<file path="src/rtl/node_sched.sv">
// node_sched: round-robin scheduler sharing one LIF block tile among NREQ
// requesters. A granted requester's 16-bit bundle is latched and driven onto
// the tile inputs; after WAIT_CYC settle cycles the tile's rdy (or a timeout)
// triggers capture of node_out, which is returned with a one-cycle pulse.
//
// Handshake: req[i] is a level held by requester i until resp_valid[i]
// pulses. gnt[i] is high for the whole service of requester i, and
// resp_valid[i] is high for exactly one cycle, the cycle after gnt[i] falls.
// gnt and resp_valid never overlap. resp_data/resp_err are meaningful only
// while resp_valid is nonzero; resp_data holds its last value otherwise.
module node_sched #(
  parameter int NREQ     = 4,
  parameter int WAIT_CYC = 2,
  parameter int TIMEOUT  = 15
) (
  input  logic               clk,
  input  logic               rst_n,
  input  logic [NREQ-1:0]    req,
  input  logic [NREQ*16-1:0] req_data,
  output logic [NREQ-1:0]    gnt,
  output logic [NREQ-1:0]    resp_valid,
  output logic [3:0]         resp_data,
  output logic               resp_err,
  output logic               busy,
  output logic [3:0]         node_in1,
  output logic [3:0]         node_in2,
  output logic [3:0]         node_in3,
  output logic [3:0]         node_in4,
  input  logic [3:0]         node_out,
  input  logic               node_rdy,
  output logic [1:0]         dbg_state
);

  localparam int IW = (NREQ > 1) ? $clog2(NREQ) : 1;

  typedef enum logic [1:0] {
    S_IDLE    = 2'd0,
    S_WAIT    = 2'd1,
    S_SETTLED = 2'd2
  } state_t;

  state_t          state_q, state_d;
  logic [3:0]      cnt_q, cnt_d;
  logic [7:0]      tcnt_q, tcnt_d;
  logic [IW-1:0]   last_q, last_d;
  logic [IW-1:0]   win_q, win_d;
  logic [NREQ-1:0] gnt_q, gnt_d;
  logic [NREQ-1:0] resp_valid_q, resp_valid_d;
  logic [3:0]      resp_data_q, resp_data_d;
  logic            resp_err_q, resp_err_d;
  logic [15:0]     node_in_q, node_in_d;

  logic            pick_valid;
  logic [IW-1:0]   pick_idx;
  logic [IW-1:0]   scan_idx;
  logic [15:0]     pick_bundle;

  // Round-robin pick: first set req bit scanning upward from last+1, wrapping.
  always_comb begin
    pick_valid = 1'b0;
    pick_idx   = '0;
    scan_idx   = '0;
    for (int k = 1; k <= NREQ; k++) begin
      scan_idx = IW'((int'(last_q) + k) % NREQ);
      if (!pick_valid && req[scan_idx]) begin
        pick_valid = 1'b1;
        pick_idx   = scan_idx;
      end
    end
  end

  // Select the winner's bundle from the flat req_data bus.
  always_comb begin
    pick_bundle = '0;
    for (int i = 0; i < NREQ; i++) begin
      if (pick_idx == IW'(i)) pick_bundle = req_data[16*i +: 16];
    end
  end

  // Next-state and output logic for the IDLE -> WAIT -> SETTLED service cycle.
  always_comb begin
    state_d      = state_q;
    cnt_d        = cnt_q;
    tcnt_d       = tcnt_q;
    last_d       = last_q;
    win_d        = win_q;
    gnt_d        = gnt_q;
    resp_valid_d = '0;
    resp_err_d   = 1'b0;
    resp_data_d  = resp_data_q;
    node_in_d    = node_in_q;
    case (state_q)
      S_IDLE: begin
        node_in_d = '0;
        if (pick_valid) begin
          gnt_d     = NREQ'(1) << pick_idx;
          win_d     = pick_idx;
          node_in_d = pick_bundle;
          cnt_d     = 4'(WAIT_CYC);
          state_d   = S_WAIT;
        end
      end
      S_WAIT: begin
        if (cnt_q != 4'd0) begin
          cnt_d = cnt_q - 4'd1;
        end else begin
          tcnt_d  = 8'd0;
          state_d = S_SETTLED;
        end
      end
      S_SETTLED: begin
        if (node_rdy || (tcnt_q == 8'(TIMEOUT - 1))) begin
          resp_valid_d = NREQ'(1) << win_q;
          resp_err_d   = ~node_rdy;
          resp_data_d  = node_out;
          gnt_d        = '0;
          node_in_d    = '0;
          last_d       = win_q;
          state_d      = S_IDLE;
        end else begin
          tcnt_d = tcnt_q + 8'd1;
        end
      end
      default: begin
        gnt_d     = '0;
        node_in_d = '0;
        state_d   = S_IDLE;
      end
    endcase
  end

  // State register; synchronous active-low reset aborts any service in flight.
  always_ff @(posedge clk) begin
    if (!rst_n) begin
      state_q      <= S_IDLE;
      cnt_q        <= '0;
      tcnt_q       <= '0;
      last_q       <= IW'(NREQ - 1);
      win_q        <= '0;
      gnt_q        <= '0;
      resp_valid_q <= '0;
      resp_data_q  <= '0;
      resp_err_q   <= 1'b0;
      node_in_q    <= '0;
    end else begin
      state_q      <= state_d;
      cnt_q        <= cnt_d;
      tcnt_q       <= tcnt_d;
      last_q       <= last_d;
      win_q        <= win_d;
      gnt_q        <= gnt_d;
      resp_valid_q <= resp_valid_d;
      resp_data_q  <= resp_data_d;
      resp_err_q   <= resp_err_d;
      node_in_q    <= node_in_d;
    end
  end

  assign gnt        = gnt_q;
  assign resp_valid = resp_valid_q;
  assign resp_data  = resp_data_q;
  assign resp_err   = resp_err_q;
  assign busy       = (state_q != S_IDLE);
  assign node_in1   = node_in_q[3:0];
  assign node_in2   = node_in_q[7:4];
  assign node_in3   = node_in_q[11:8];
  assign node_in4   = node_in_q[15:12];
  assign dbg_state  = state_q;

endmodule
</file>
<file path="config.mk">
export PLATFORM = sky130hd
export DESIGN_NAME = node_sched
export DESIGN_NICKNAME = d
export VERILOG_FILES = /design/src/rtl/node_sched.sv
export SDC_FILE = /design/constraint.sdc
export NUM_CORES = 1
export LEC_CHECK = 0
export BUFFER_PORTS_ARGS = -buffer_cell sky130_fd_sc_hd__buf_2
export CORE_UTILIZATION = 40
export CTS_BUF_LIST = sky130_fd_sc_hd__clkbuf_8
export DETAILED_ROUTE_END_ITERATION = 12
export PLACE_DENSITY = 0.7
export RECOVER_POWER = 100
export SKIP_CTS_REPAIR_TIMING = 1
export SLEW_MARGIN = 10
export SYNTH_ARGS = -nofsm -noshare
export SYNTH_HDL_FRONTEND = slang
export SYNTH_SLANG_ARGS = --single-unit
</file>
<file path="constraint.sdc">
create_clock -name clk -period 1.8 [get_ports clk]
set_input_delay 0.36 -clock clk [delete_from_list [all_inputs] [get_ports clk]]
set_output_delay 0.36 -clock clk [all_outputs]
set_load 0.01 [all_outputs]
</file>
==> impl_metrics.toml, run 1 <==
[pwr]
p_leak_nw = 1.41
p_sw_mw = 0.739
swShare = 0.291
comb_power_share = 0.232
p_per_area_nw_per_um2 = 770
p_seq_frac = 0.458
p_int_mw = 1.80
peakVddDrop_v = 0.000528
clkPwrFrac = 0.311

[layout]
num-fill-cells = 524
utilization = 0.585
final_area_um2 = 3300
syn_to_final_growth_pct = 38.2
layout_common_cells = "77 x buf_2, 44 x dfxtp_1, 32 x clkbuf_1"
drive_gt1_frac = 0.324
multiInputGateArea_um2 = 1420
antenna_cells = 0
seq_area_um2 = 945
fin_nets = 466
final_common_cell = "buf_2"

[global_routing]
first_global_vias = 2304
top_usage_layer = "met2"
met3_usage = 0.0437
use_met2 = 0.374
overflow = 0
grt_pass1_wl_mm = 10.3
grtUsageTotal = 0.210
antenna_found_initial = 0
grt_util_met1 = 0.245
grt_start_max_net_pins = 23

[setup_path]
timing.rr.end = "tcnt_q[5]"
crit_type = "reg -> reg"
start_kind = "flop"
endpoint = "tcnt_q[5]"
r2r_slack_ns = 0.08
cp.arrival_ns = 1.91
r2r.worst_path.cells = 7
crit_fanout = 10
crit-reg2reg-launch = "dbg_state[1]"
critPathLaunch = "dbg_state[1]"
crit_required_ns = 2.00
cp-end-kind = "flop"

[floorplan]
core-area_um2 = 5640
die-area_um2 = 6280
placement_rows = 27
initial_core_util = 0.423
chipWidth_um = 79.3
die_h_um = 79.3
ios = 107

[detailed_routing]
drt-wirelength-per-cell_um = 14.4
viasPerCell = 5.30
first_iter_violations = 95
drt_pass1_iterations = 4
remaining_drc_errors = 0
drtAntennaViolNets = 0
wl_mm = 6.63
vias = 2441

[yosys]
synthesis.area_um2 = 2390
synth-seq-area-share = 0.394
yosysTopAreaCell = "dfxtp_1"
yosysTopAreaCellShare = 0.394
yosys_most_used_dff = "dfxtp_1"
synth_edf_count = 0
async_flop_share = 0
syn_nets = 341
postSynthCellCount = 263
synth_warnings = 0
ys_types = 48
synthTopCellsByArea = "dfxtp_1 39%, mux2i_1 8.8%, o2bb2ai_1 5.5%"
ys_seq_elements = 47
syn_area_per_cell_um2 = 9.08

[sta]
worst_pin_slew_ns = 0.617
tns_ns = 0
finalMaxSlewViolations = 0
setup_violations = 0
clock.fmax_mhz = 583
finalHoldViolations = 0
skew_ns = 0.00807
slew_headroom = 0.587
fin_crit_sh = 0.954
min_period_ns = 1.72

[cts]
cts_buffers = 5
cts_tree = "yes"
cts.sinks = 47
cts_buffer_depth = 2
clkTransAtPathRegs_ns = 0.09
clock-root-buffer = "clkbuf_8"
h-tree-depth = 2
worst_skew_pair.late_latency_ns = 0.30

[place]
io_buffers = 106
place_area_um2 = 3110
place.gp.congestion = 0.819
dp_hpwl_mm = 4.87

[hold_path]
hp-class = "in -> reg"

[status]
outcome = "complete, no violations"

[flow_run]
max-cap-violations = 0
worst min path at each step:
stage	start	endpoint	depth (start not counted)
after floorplan	node_rdy	resp_err	1
after global placement	node_in_q[5]	node_in_q[5]	1
after detailed placement	node_in_q[13]	node_in_q[13]	1
after CTS	node_rdy	resp_err	2
after global routing	node_rdy	resp_err	2
final	node_rdy	resp_err	2
cells in the mapped netlist, types with 4 or more instances:
library cell  instances
buf_2                 4
o21ai_0              12
nand2_1              16
o221ai_1              9
and2_1                7
xnor2_1               8
nor2_1               17
a21oi_1               7
o2bb2ai_1            15
inv_1                12
and3_1                9
nor3b_1               5
clkbuf_1              6
mux2i_1              21
nor2b_1               7
nor3_1                4
a31oi_1              11
dfxtp_1              47
kinds of logic (layout without fill, tap and decap cells):
family,after synthesis,in the layout,synth area share
flip-flops,47,47,0.394
AND/OR/NAND/NOR,87,88,0.202
adder cells (fa/ha/maj),3,3,0.0157
AO/OA/AOI/OAI,70,70,0.215
buffers and inverters,26,151,0.0524
XOR/XNOR,9,9,0.0330
multiplexers,21,21,0.0880
final cells by class:
class                   count  share of cell area
multi-input cells         191               0.429
flip-flops and latches     47               0.286
repair buffers            131               0.210
well taps                  72              0.0273
clock buffers               5              0.0208
clock inverters             3              0.0140
inverters                  12              0.0136
per-stage QoR:
stage               cells  worst slack (ns)  power [mW]  hold slack [ns]
floorplan             263             0.147        1.50            0.432
CTS                   457            -0.325        2.55            0.231
detailed placement    449            -0.412        1.76            0.442
global route          461          -0.00383        2.68            0.224
finish                461            0.0836        2.54            0.236
global placement      449            -0.289        1.75            0.451
power groups by stage:
stage | clock [mW] | combinational, mW | sequential, mW
final | 0.791 | 0.589 | 1.16
after global routing | 0.853 | 0.651 | 1.17
after CTS | 0.811 | 0.586 | 1.16
after detailed placement | 0 | 0.585 | 1.18
after global placement | 0 | 0.571 | 1.18
after floorplan | 0 | 0.289 | 1.21
flip-flops by register name, summed over array words and instances, names as in the netlist:
signal and count:
win_q 2, resp_data 4, node_in_q 16, resp_valid 4, dbg_state 2, last_q 2
gnt 4, cnt_q 4, resp_err 1, tcnt_q 8
critical path, stage by stage, from the launching register on:
cell and delay, ns:
dfxtp_1 0.35, buf_6 0.13, or3b_1 0.36, a31o_4 0.24
buf_6 0.14, a211oi_2 0.20, xnor2_1 0.14, nor2_1 0.05
per-layer routing:
layer / vias to the layer above / wire length [um]
met5: - / 0
met4: 0 / 157
met3: 15 / 312
met2: 70 / 3400
met1: 1142 / 2760
li1: 1214 / -
Note: power is estimated with default switching activity, not from simulation.
==> inputs of run 2 (changes only) <==
--- a/config.mk
+++ b/config.mk
@@ -5,11 +5,10 @@
 export SDC_FILE = /design/constraint.sdc
 export NUM_CORES = 1
 export LEC_CHECK = 0
-export BUFFER_PORTS_ARGS = -buffer_cell sky130_fd_sc_hd__buf_2
-export CORE_UTILIZATION = 40
+export CORE_UTILIZATION = 50
 export CTS_BUF_LIST = sky130_fd_sc_hd__clkbuf_8
 export DETAILED_ROUTE_END_ITERATION = 12
-export PLACE_DENSITY = 0.7
+export DONT_BUFFER_PORTS = 1
 export RECOVER_POWER = 100
 export SKIP_CTS_REPAIR_TIMING = 1
 export SLEW_MARGIN = 10
==> run 2 against run 1 <==
The flow now finishes with violations (design-rule violations, negative setup slack). Highest routed layer unchanged. Core utilization rose by 3.3 points. Setup slack got worse by 0.091 ns. Sequential cell count did not move.
==> impl_metrics.toml, run 2 (synthesized netlist as in run 1, its figures left out) <==
[hold_path]
hp-class = "in -> reg"
min-delay-start = "node_rdy"
hold_depth = 1
min_to = "resp_err"

[layout]
drive_gt1_frac = 0.172
top_regs = "node_in_q (16), tcnt_q (8)"
largest_reg_flops = 16
fin_cells = 331
syn_to_final_growth_pct = 15.9
final_common_cell = "dfxtp_1"
antenna_cells = 0
layout_common_cells = "43 x dfxtp_1, 21 x mux2i_1, 17 x nor2_1"
fin_nets = 356
regMostFlops = "node_in_q"
num-fill-cells = 412

[sta]
finalHoldViolations = 0
fin_crit_sh = 1.00
setup_violations = 1
finalMaxSlewViolations = 0
min_period_ns = 1.81
slew_headroom = 0.343
rsz0062_at_grt = "true"
setup_slack_ns = -0.00713
skew_ns = 0.00613
worst_pin_slew_ns = 0.977
clock.fmax_mhz = 553
tns_ns = -0.00713

[status]
failed_checks = "design-rule violations, negative setup slack"
outcome = "complete, but fails checks"

[cts]
cts.sinks = 47
clkTransAtPathRegs_ns = 0.09
worst_skew_pair.late_latency_ns = 0.30
cts_tree = "yes"
h-tree-depth = 2
cts_buffers = 5
cts_buffer_depth = 2
clock-root-buffer = "clkbuf_8"

[global_routing]
overflow = 0
antenna_found_initial = 0
grt_start_max_net_pins = 24
first_global_vias = 1810
grtUsageTotal = 0.212
grt_pass1_wl_mm = 8.40

[place]
dp_hpwl_mm = 3.71
dp_cells = 314
io_buffers = 0
place.gp.congestion = 0.773

[floorplan]
chipWidth_um = 71.1
initial_core_util = 0.534
die_h_um = 71.1
placement_rows = 24
ios = 107
die-area_um2 = 5060
core-area_um2 = 4470

[setup_path]
start_kind = "input pin"
critPathLaunch = "req[1]"
r2r.worst_path.cells = 7
cp.buffers_inverters = 1
cp_slowest_cell = "nor4_1"
timing.rr.end = "tcnt_q[7]"
worstPathCellList = "nor4_1, buf_4, nor2_1, o21ai_0, and2_1, nor2b_1"
crit_required_ns = 2.02
cpPeakStageDelay_ns = 0.82
r2r_slack_ns = 0.05
cp_top_family = "simple AND/OR/NAND/NOR gates"
cp-end-kind = "flop"
cp.arrival_ns = 2.03
crit_type = "in -> reg"
crit-reg2reg-launch = "dbg_state[1]"
crit_fanout = 8

[detailed_routing]
drt-wirelength-per-cell_um = 17.0
viasPerCell = 5.95
first_iter_violations = 103
remaining_drc_errors = 3
drtAntennaViolNets = 0
drt_pass1_iterations = 10
wl_mm = 5.61
vias = 1969

[flow_run]
max-cap-violations = 0

[pwr]
p_per_area_nw_per_um2 = 907
power_mw = 2.51
peakVddDrop_v = 0.000544
p_leak_nw = 1.08
run 2: routing by layer:
layer  up-vias  global-route usage  part of all wire
met5         -                   0                 0
met4         0              0.0844             0.018
met3        10              0.0655             0.059
met2        60               0.346              0.48
met1       907               0.261              0.45
li1        992                   -                 -
run 2: layout make-up:
class	instances	area [um2]	area share
clock buffers	5	68.8	0.0249
clock inverters	3	63.8	0.0231
inverters	12	45.0	0.0163
multi-input cells	191	1390	0.500
flip-flops and latches	47	946	0.342
well taps	52	65.1	0.0235
repair buffers	21	194	0.0701
run 2: power by group:
| part | internal, mW | total, mW | switching (mW) |
|---|---|---|---|
| clock network | 0.549 | 0.893 | 0.344 |
| logic | 0.199 | 0.419 | 0.220 |
| registers | 1.11 | 1.20 | 0.0831 |
run 2: worst max-delay path by stage:
stage          cells past startpoint             to  slack (ns)
5_1_grt                            6   dbg_state[1]       -0.07
6_report                           6   dbg_state[1]      -0.007
3_3_place_gp                       4  node_in_q[11]       -0.16
2_1_floorplan                      7      tcnt_q[7]        0.15
4_1_cts                            4   node_in_q[0]       -0.24
3_5_place_dp                       4   node_in_q[0]       -0.22
run 2: through the flow:
step                setup WS (ns)  hold WS (ns)  utilization  cell area [um2]
floorplan                   0.147         0.432            -             2390
global placement           -0.165         0.429        0.556             2490
detailed placement         -0.222         0.430        0.556             2490
CTS                        -0.239         0.113        0.586             2620
global route              -0.0674         0.102        0.619             2770
finish                   -0.00713         0.120        0.619             2770
==> inputs of run 3 (changes only) <==
==> constraint.sdc (replaced) <==
create_clock -name clk -period 1.7 [get_ports clk]
set_input_delay 0.34 -clock clk [delete_from_list [all_inputs] [get_ports clk]]
set_output_delay 0.34 -clock clk [all_outputs]
set_load 0.01 [all_outputs]
==> run 3 against run 2 <==
Critical path depth grew 1. The run ends with design-rule violations left. Total power grew 0.96%. Highest routed layer unchanged. Setup slack gained 0.040 ns. Non-clock buffer count grew 12. Via count grew 3.2%. First-iteration DRC count shrank 6.8%. Final area grew 4.3%. Die area is the same. Sequential cell count is the same. Wire length grew 0.14%.
==> impl_metrics.toml, run 3 (synthesized netlist as in run 1, its figures left out) <==
[layout]
antenna_cells = 0
largest_reg_flops = 16
top_regs = "node_in_q (16), tcnt_q (8)"
fin_cells = 341
final_common_cell = "dfxtp_1"
syn_to_final_growth_pct = 20.9
drive_gt1_frac = 0.242
regMostFlops = "node_in_q"
utilization = 0.645
fin_nets = 367
layout_common_cells = "43 x dfxtp_1, 25 x buf_4, 19 x mux2i_1"

[pwr]
p_per_area_nw_per_um2 = 878
peakVddDrop_v = 0.000618
power_mw = 2.53
p_leak_nw = 1.14

[detailed_routing]
viasPerCell = 5.96
remaining_drc_errors = 3
drt_pass1_iterations = 8
drt-wirelength-per-cell_um = 16.5
first_iter_violations = 96
wl_mm = 5.62
drtAntennaViolNets = 0
vias = 2032

[global_routing]
antenna_found_initial = 0
grtUsageTotal = 0.222
grt_start_max_net_pins = 24
first_global_vias = 1868
overflow = 0
grt_pass1_wl_mm = 8.89

[sta]
slew_headroom = 0.592
worst_pin_slew_ns = 0.606
min_period_ns = 1.67
setup_violations = 0
fin_crit_sh = 0.981
finalMaxSlewViolations = 0
finalHoldViolations = 0
skew_ns = 0.00574
rsz0062_at_grt = "true"
setup_slack_ns = 0.0327
clock.fmax_mhz = 600

[place]
dp_hpwl_mm = 3.97
pre_cts_slack_ns = -0.311
dp_cells = 329
place.gp.congestion = 0.800
io_buffers = 0

[hold_path]
hp-class = "in -> reg"

[floorplan]
die-area_um2 = 5060
placement_rows = 24
chipWidth_um = 71.1
initial_core_util = 0.534
die_h_um = 71.1
core-area_um2 = 4470
ios = 107

[cts]
h-tree-depth = 2
cts_buffer_depth = 2
clock-root-buffer = "clkbuf_8"
cts_buffers = 5
cts_tree = "yes"
clkTransAtPathRegs_ns = 0.08
cts.sinks = 47
worst_skew_pair.late_latency_ns = 0.29

[setup_path]
cp-end-kind = "flop"
crit_fanout = 7
crit_type = "reg -> reg"
cp.arrival_ns = 1.90
start_kind = "flop"
crit_required_ns = 1.93

[status]
failed_checks = "design-rule violations"
outcome = "complete, but fails checks"

[flow_run]
max-cap-violations = 0
-- run 3: final cells by class --
cell class,instances,area [um2]
Timing Repair Buffer,33,298
Multi-Input combinational cell,190,1430
Clock buffer,5,68.8
Sequential cell,47,948
Inverter,12,45.0
Clock inverter,2,33.8
Fill cell,406,1590
Tap cell,52,65.1
-- run 3: final timing paths --
path | cells after the start | startpoint | slack [ns] | to
min reg2reg | 1 | win_q[0] | 0.51 | resp_valid[2]
min | 1 | node_rdy | 0.11 | resp_err
max | 7 | dbg_state[1] | 0.03 | tcnt_q[1]
max reg2reg | 7 | dbg_state[1] | 0.03 | tcnt_q[1]
-- run 3: routing by layer --
layer,vias up,global-route usage,part of all wire
met5,-,0,0
met4,0,0.0622,0.0059
met3,5,0.0556,0.059
met2,65,0.360,0.48
met1,951,0.294,0.45
li1,1011,-,-
-- run 3: power breakdown --
group	switching, mW	internal (mW)
registers	0.0853	1.18
clock network	0.356	0.425
logic	0.249	0.240
-- run 3: worst max-delay path, cell delays in order (launching register included) --
cell and delay (ns):
dfxtp_2 0.35, buf_6 0.12, or3b_1 0.36, a31o_4 0.26
buf_4 0.15, nor4b_2 0.20, a31oi_1 0.06, nor2b_1 0.10
-- run 3: metrics by stage --
| stage | TNS (ns) | instance area (um2) | hold WS (ns) |
|---|---|---|---|
| floorplan | 0 | 2390 | 0.412 |
| global placement | -4.48 | 2610 | 0.409 |
| detailed placement | -5.54 | 2610 | 0.414 |
| CTS | -6.15 | 2720 | 0.0972 |
| global route | -0.272 | 2890 | 0.0859 |
| finish | 0 | 2890 | 0.113 |
